===== config.mk =====
export PLATFORM = sky130hd
export DESIGN_NAME = sntc_ldpc_iter_ctrl
export DESIGN_NICKNAME = d
export VERILOG_FILES = /design/src/rtl/sntc_ldpc_pkg.sv /design/src/rtl/sntc_ldpc_best_capture.sv /design/src/rtl/sntc_ldpc_iter_ctrl.sv
export SDC_FILE = /design/constraint.sdc
export NUM_CORES = 1
export LEC_CHECK = 0
export CAP_MARGIN = 20
export CORE_MARGIN = 1.5
export CORE_UTILIZATION = 50
export CTS_BUF_LIST = sky130_fd_sc_hd__clkbuf_4 sky130_fd_sc_hd__clkbuf_8
export CTS_CLUSTER_DIAMETER = 50
export DETAILED_ROUTE_END_ITERATION = 6
export PLACE_DENSITY = 0.83
export SLEW_MARGIN = 10
export SYNTH_ARGS = -nofsm -noshare
export SYNTH_HDL_FRONTEND = slang
export SYNTH_SLANG_ARGS = --single-unit

===== constraint.sdc =====
create_clock -name clk -period 2.95 [get_ports clk]
set_clock_uncertainty 0.2 [all_clocks]
set_input_delay 0.295 -clock clk [delete_from_list [all_inputs] [get_ports clk]]
set_output_delay 0.295 -clock clk [all_outputs]
set_load 0.005 [all_outputs]

===== src/rtl/sntc_ldpc_pkg.sv =====
// Shared state/fail-cause types and width helper for the LDPC iteration controller.
package sntc_ldpc_pkg;

   typedef enum logic [2:0] {
      ST_IDLE,
      ST_LAUNCH,
      ST_WAIT,
      ST_EVAL,
      ST_DONE
   } state_t;

   typedef enum logic [1:0] {
      FC_NONE  = 2'b00,
      FC_LOOP  = 2'b01,
      FC_STALL = 2'b10,
      FC_TMO   = 2'b11
   } fail_t;

   function automatic int sum_w(input int mm);
      return $clog2(mm + 1);
   endfunction

endpackage


===== src/rtl/sntc_ldpc_best_capture.sv =====
// Holds the lowest syndrome distance seen in a decode run and its codeword.
module sntc_ldpc_best_capture
   import sntc_ldpc_pkg::*;
#(
   parameter int NN     = 'h000d0,
   parameter int SUM_MM = sum_w('h000a8)
) (
   input  logic              clk,
   input  logic              rstn,
   input  logic              clear,
   input  logic              load,
   input  logic [SUM_MM-1:0] hd,
   input  logic [NN-1:0]     y,
   output logic [SUM_MM-1:0] best_hd,
   output logic [NN-1:0]     final_y,
   output logic              improved
);

   logic [SUM_MM-1:0] best_hd_reg;
   logic [NN-1:0]     final_y_reg;

   // Strict compare: an equal distance keeps the earlier codeword.
   assign improved = (hd < best_hd_reg);

   always_ff @(posedge clk) begin
      if (!rstn || clear) begin
         best_hd_reg <= '1;
         final_y_reg <= '0;
      end else if (load && improved) begin
         best_hd_reg <= hd;
         final_y_reg <= y;
      end
   end

   assign best_hd = best_hd_reg;
   assign final_y = final_y_reg;

endmodule


===== src/rtl/sntc_ldpc_iter_ctrl.sv =====
// LDPC decode iteration sequencer: launches iterations, tracks the best codeword
// and stops on zero syndrome, loop limit, stall or per-iteration timeout.
module sntc_ldpc_iter_ctrl
   import sntc_ldpc_pkg::*;
#(
   parameter int NN      = 'h000d0,
   parameter int MM      = 'h000a8,
   parameter int SUM_MM  = sum_w(MM),
   parameter int LOOP_W  = 8,
   parameter int STALL_W = 4,
   parameter int TMO_CYC = 1024
) (
   input  logic               clk,
   input  logic               rstn,
   input  logic               clr,
   input  logic               start_dec,
   input  logic [LOOP_W-1:0]  loop_max,
   input  logic [STALL_W-1:0] stall_max,
   output logic               iter_start,
   input  logic               iter_done,
   input  logic [SUM_MM-1:0]  iter_hd,
   input  logic [NN-1:0]      iter_y,
   output logic [NN-1:0]      final_y,
   output logic [SUM_MM-1:0]  best_hd,
   output logic [LOOP_W-1:0]  loop_cnt,
   output logic               busy,
   output logic               done,
   output logic               pass,
   output logic [1:0]         fail_cause
);

   localparam int               TMO_W    = (TMO_CYC > 1) ? $clog2(TMO_CYC) : 1;
   localparam logic [TMO_W-1:0] TMO_LAST = TMO_W'(TMO_CYC - 1);

   state_t             state_reg, state_next;
   logic               start_req_reg, start_req_next;
   logic [LOOP_W-1:0]  loop_cnt_reg, loop_cnt_next, loop_inc, loop_lim;
   logic [STALL_W-1:0] stall_cnt_reg, stall_cnt_next, stall_inc;
   logic [TMO_W-1:0]   tmo_cnt_reg, tmo_cnt_next;
   fail_t              fail_reg, fail_next;
   logic [SUM_MM-1:0]  eval_hd_reg, eval_hd_next;
   logic [NN-1:0]      eval_y_reg, eval_y_next;
   logic               best_clear, best_load, improved;

   sntc_ldpc_best_capture #(
      .NN     (NN),
      .SUM_MM (SUM_MM)
   ) u_best (
      .clk      (clk),
      .rstn     (rstn),
      .clear    (clr || best_clear),
      .load     (best_load),
      .hd       (eval_hd_reg),
      .y        (eval_y_reg),
      .best_hd  (best_hd),
      .final_y  (final_y),
      .improved (improved)
   );

   always_comb begin
      state_next     = state_reg;
      loop_cnt_next  = loop_cnt_reg;
      stall_cnt_next = stall_cnt_reg;
      tmo_cnt_next   = tmo_cnt_reg;
      fail_next      = fail_reg;
      eval_hd_next   = eval_hd_reg;
      eval_y_next    = eval_y_reg;
      best_clear     = 1'b0;
      best_load      = 1'b0;

      // start_dec is registered once so a new run launches two cycles after the pulse;
      // requests arriving while busy are dropped here.
      start_req_next = start_dec && (state_reg == ST_IDLE || state_reg == ST_DONE);

      loop_lim  = (loop_max == '0) ? '1 : loop_max;
      loop_inc  = (loop_cnt_reg == '1) ? loop_cnt_reg : loop_cnt_reg + 1'b1;
      stall_inc = improved ? '0 :
                  ((stall_cnt_reg == '1) ? stall_cnt_reg : stall_cnt_reg + 1'b1);

      case (state_reg)
         ST_IDLE, ST_DONE: begin
            if (start_req_reg) begin
               loop_cnt_next  = '0;
               stall_cnt_next = '0;
               fail_next      = FC_NONE;
               best_clear     = 1'b1;
               state_next     = ST_LAUNCH;
            end
         end
         ST_LAUNCH: begin
            tmo_cnt_next = '0;
            state_next   = ST_WAIT;
         end
         ST_WAIT: begin
            tmo_cnt_next = tmo_cnt_reg + 1'b1;
            if (iter_done) begin
               eval_hd_next = iter_hd;
               eval_y_next  = iter_y;
               state_next   = ST_EVAL;
            end else if (tmo_cnt_reg == TMO_LAST) begin
               fail_next  = FC_TMO;
               state_next = ST_DONE;
            end
         end
         ST_EVAL: begin
            best_load      = 1'b1;
            loop_cnt_next  = loop_inc;
            stall_cnt_next = stall_inc;
            // Exit checks look at the counts as they stand after this iteration.
            if (eval_hd_reg == '0) begin
               fail_next  = FC_NONE;
               state_next = ST_DONE;
            end else if (loop_inc == loop_lim) begin
               fail_next  = FC_LOOP;
               state_next = ST_DONE;
            end else if (stall_max != '0 && stall_inc == stall_max) begin
               fail_next  = FC_STALL;
               state_next = ST_DONE;
            end else begin
               state_next = ST_LAUNCH;
            end
         end
         default: state_next = ST_IDLE;
      endcase
   end

   always_ff @(posedge clk) begin
      if (!rstn || clr) begin
         state_reg     <= ST_IDLE;
         start_req_reg <= 1'b0;
         loop_cnt_reg  <= '0;
         stall_cnt_reg <= '0;
         tmo_cnt_reg   <= '0;
         fail_reg      <= FC_NONE;
         eval_hd_reg   <= '0;
         eval_y_reg    <= '0;
      end else begin
         state_reg     <= state_next;
         start_req_reg <= start_req_next;
         loop_cnt_reg  <= loop_cnt_next;
         stall_cnt_reg <= stall_cnt_next;
         tmo_cnt_reg   <= tmo_cnt_next;
         fail_reg      <= fail_next;
         eval_hd_reg   <= eval_hd_next;
         eval_y_reg    <= eval_y_next;
      end
   end

   assign iter_start = (state_reg == ST_LAUNCH);
   assign busy       = (state_reg == ST_LAUNCH) || (state_reg == ST_WAIT) || (state_reg == ST_EVAL);
   assign done       = (state_reg == ST_DONE);
   assign pass       = done && (best_hd == '0);
   assign loop_cnt   = loop_cnt_reg;
   assign fail_cause = fail_reg;

endmodule


==> flow_summary_export.csv, run 1 <==
group,metric,value,unit
yosys,synthCells,2165,
die,start_util,0.505,
cells_and_area,syn_to_final_growth,40.3,%
clock_tree,cts_buffer_depth,3,
outcome,outcome,"completed",
yosys,synth_seq_area_share,0.546,
clock_tree,cts_root_buffer,"clkbuf_8",
die,dieArea,34800,sq um
sta,report.final.slew_viol_count,0,
placement,io_buffers,462,
grt,antenna_found_initial,6,
yosys,syn-mean-instance-area,7.78,sq um
yosys,ys_ff_latch,460,
sta,fmax,349,MHz
grt,grt_pass1_wl,82000,um
setup_path,cp_data_arrival_time,3.11,ns
sta,fin_crit,2.87,ns
yosys,synth_common_cells,"nand2_1, dfxtp_1, a21oi_1",
setup_path,crit_path_end_kind,"flop",
clock_tree,cts_max_level,3,
die,die_height,187,um
drt,drt-initial-drc-count,1050,
clock_tree,numClockSinks,460,
drt,via_per_inst,5.32,
clock_tree,clk_pin_slew,0.06,ns
cells_and_area,drive_above_1_share,0.0708,
clock_tree,insertion_delay,0.60,ns
setup_path,cp_data_required_time,3.19,ns
grt,grt_pass1_vias,16033,
sta,worst_slew_pin_slew,0.948,ns
sta,hold_viol,0,
setup_path,worstSetupStartpointType,"flop",
yosys,synth_edf_count,0,
placement,dpl-instance-area,22000,sq um
cells_and_area,final_area,23700,sq um
sta,slew_headroom,0.368,
yosys,synth.most_common_cell,"nand2_1",
grt,grt_max_degree,155,
yosys,ys_async_sr_fraction,0,
die,design.core.area,33400,sq um
drt,wl_per_cell,16.8,um
sta,fin_hold_ws,0.0350,ns
hold_path,min_path_cells,3,
grt,overflow,0,
setup_path,cp_max_fo,64,
die,io_pins,463,
clock_tree,cts_tree,"yes",
drt,ant_nets,0,
drt,drt_wl_total,51900,um
drt,drcViolationCount,0,
yosys,synth.largest_area_cell,"dfxtp_1",
yosys,synth_top_area_share,0.546,
drt,via_count,16457,
placement,globalplace.congestion,0.911,
power,p_leak,7.80,nW
sta,rsz0062_at_grt,"true",
yosys,synth_nets,2408,
grt,track_usage,0.288,
yosys,ys_types,64,
hold_path,hp-class,"in -> reg",
power,ir_drop,0.391,mV
placement,dp_hpwl,34000,um
die,num_rows,67,
sta,period_share,0.972,
cells_and_area,fin_nets,2828,
setup_path,worst-setup-path-type,"reg -> reg",
die,die_w,187,um
job,maxCapViolCount,0,
sta,setup_viol,0,
yosys,synth_area_leaders,"dfxtp_1, nand2_1, a21oi_1, clkbuf_1, nor2_1",
drt,dr.pass1.iters,5,
sta,fin_tns_setup,0,ns
clock_tree,cts_buffers,74,
yosys,netlist_area,16900,sq um
power,p_per_area,537,nW/um^2
yosys,yosysWarnings,0,
setup_path,r2r_cells,9,
yosys,synth_ff_type,"dfxtp_1",
cells_and_area,nFillCells,2517,
power,power,12.7,mW
## cell usage in the layout, fill, tap and decap left out, types with 3 or more instances in the layout
master / n
and3_1: 12
nand3_1: 10
clkdlybuf4s50_1: 462
inv_1: 12
and4b_1: 3
xor2_1: 3
a211o_1: 3
a21oi_1: 445
nor2_1: 49
and2_1: 6
bufinv_16: 4
nand2b_1: 3
nor2b_1: 3
o211ai_1: 10
diode_2: 6
nor4_1: 6
nor3_1: 10
a31oi_1: 5
nand2_4: 3
a311oi_1: 3
clkinv_2: 8
o21ai_0: 20
dfxtp_1: 460
nand2_1: 876
a22oi_1: 6
buf_4: 14
buf_12: 20
mux2i_1: 3
nand4_1: 5
clkbuf_4: 19
clkbuf_8: 96
ha_1: 10
## kinds of logic after synthesis
kind of cell,count (synthesis),share of synthesized area
AND/OR/NAND/NOR,1004,0.236
buffers and inverters,165,0.0399
XOR/XNOR,3,0.00156
flip-flops,460,0.546
AO/OA/AOI/OAI,518,0.165
multiplexers,5,0.00312
adder cells (fa/ha/maj),10,0.00742
## where the power goes
group / switching [mW] / internal, mW / total, mW
Combinational: 0.191 / 0.300 / 0.491
Clock: 2.49 / 3.52 / 6.01
Sequential: 0.00205 / 6.21 / 6.22
## final timing paths
check / startpoint / to / slack (ns)
setup reg to reg: u_best.best_hd[2]$_SDFFE_PP1P_ / u_best.final_y[106]$_SDFFE_PP0P_ / 0.08
setup / recovery: u_best.best_hd[2]$_SDFFE_PP1P_ / u_best.final_y[106]$_SDFFE_PP0P_ / 0.08
hold reg to reg: eval_y_reg[38]$_SDFFE_PP0P_ / u_best.final_y[38]$_SDFFE_PP0P_ / 0.25
hold / removal: iter_hd[6] / eval_hd_reg[6]$_SDFFE_PP0P_ / 0.04
## layout make-up
class                   count  area [sq um]  share of cell area
well taps                 448           561              0.0237
inverters                  12          45.0             0.00190
flip-flops and latches    460          9210               0.389
repair buffers            497          5140               0.217
diodes                      6          15.0            0.000635
clock buffers             115          1460              0.0619
clock inverters            16           200             0.00846
multi-input cells        1540          7020               0.297
## worst max-delay path, cell delays in order, from the launching register on
cell and delay, ns:
dfxtp_1 0.36, inv_1 0.07, ha_1 0.31, a211o_1 0.29, a31oi_1 0.30, o311a_1 0.35, nand2_4 0.28, buf_12 0.28
nand2_1 0.13, a21oi_1 0.07
## metal layers
metal | vias up | GRT usage | routed length [um]
met2 | 718 | 0.491 | 25100
li1 | 7949 | - | -
met5 | - | 0 | 0
met1 | 7643 | 0.327 | 19800
met4 | 0 | 0.160 | 2620
met3 | 147 | 0.0803 | 4340
## timing repair
action / 4_1_cts / 5_1_grt
hold buffers: 1 / 0
setup endpoints to repair: 0 / 9
resized for setup: 0 / 1
buffers inserted: 0 / 0
endpoints found under the hold margin: 1 / 0
## metrics by stage
stage	worst slack, ns	utilization	cells
finish	0.0813	0.709	3094
global route	-0.00251	0.709	3093
CTS	0.0236	0.708	3088
detailed placement	0.0373	0.658	2956
global placement	0.122	0.658	2956
floorplan	0.359	-	2165
(Power assumes the default switching activity.)
==> run 2: changes to the inputs <==
CTS_BUF_LIST = sky130_fd_sc_hd__clkbuf_2 sky130_fd_sc_hd__clkbuf_4 sky130_fd_sc_hd__clkbuf_8   (was sky130_fd_sc_hd__clkbuf_4 sky130_fd_sc_hd__clkbuf_8)
==> results of run 2 <==
No change in the layout: final DEF, timing and power equal those of run 1.
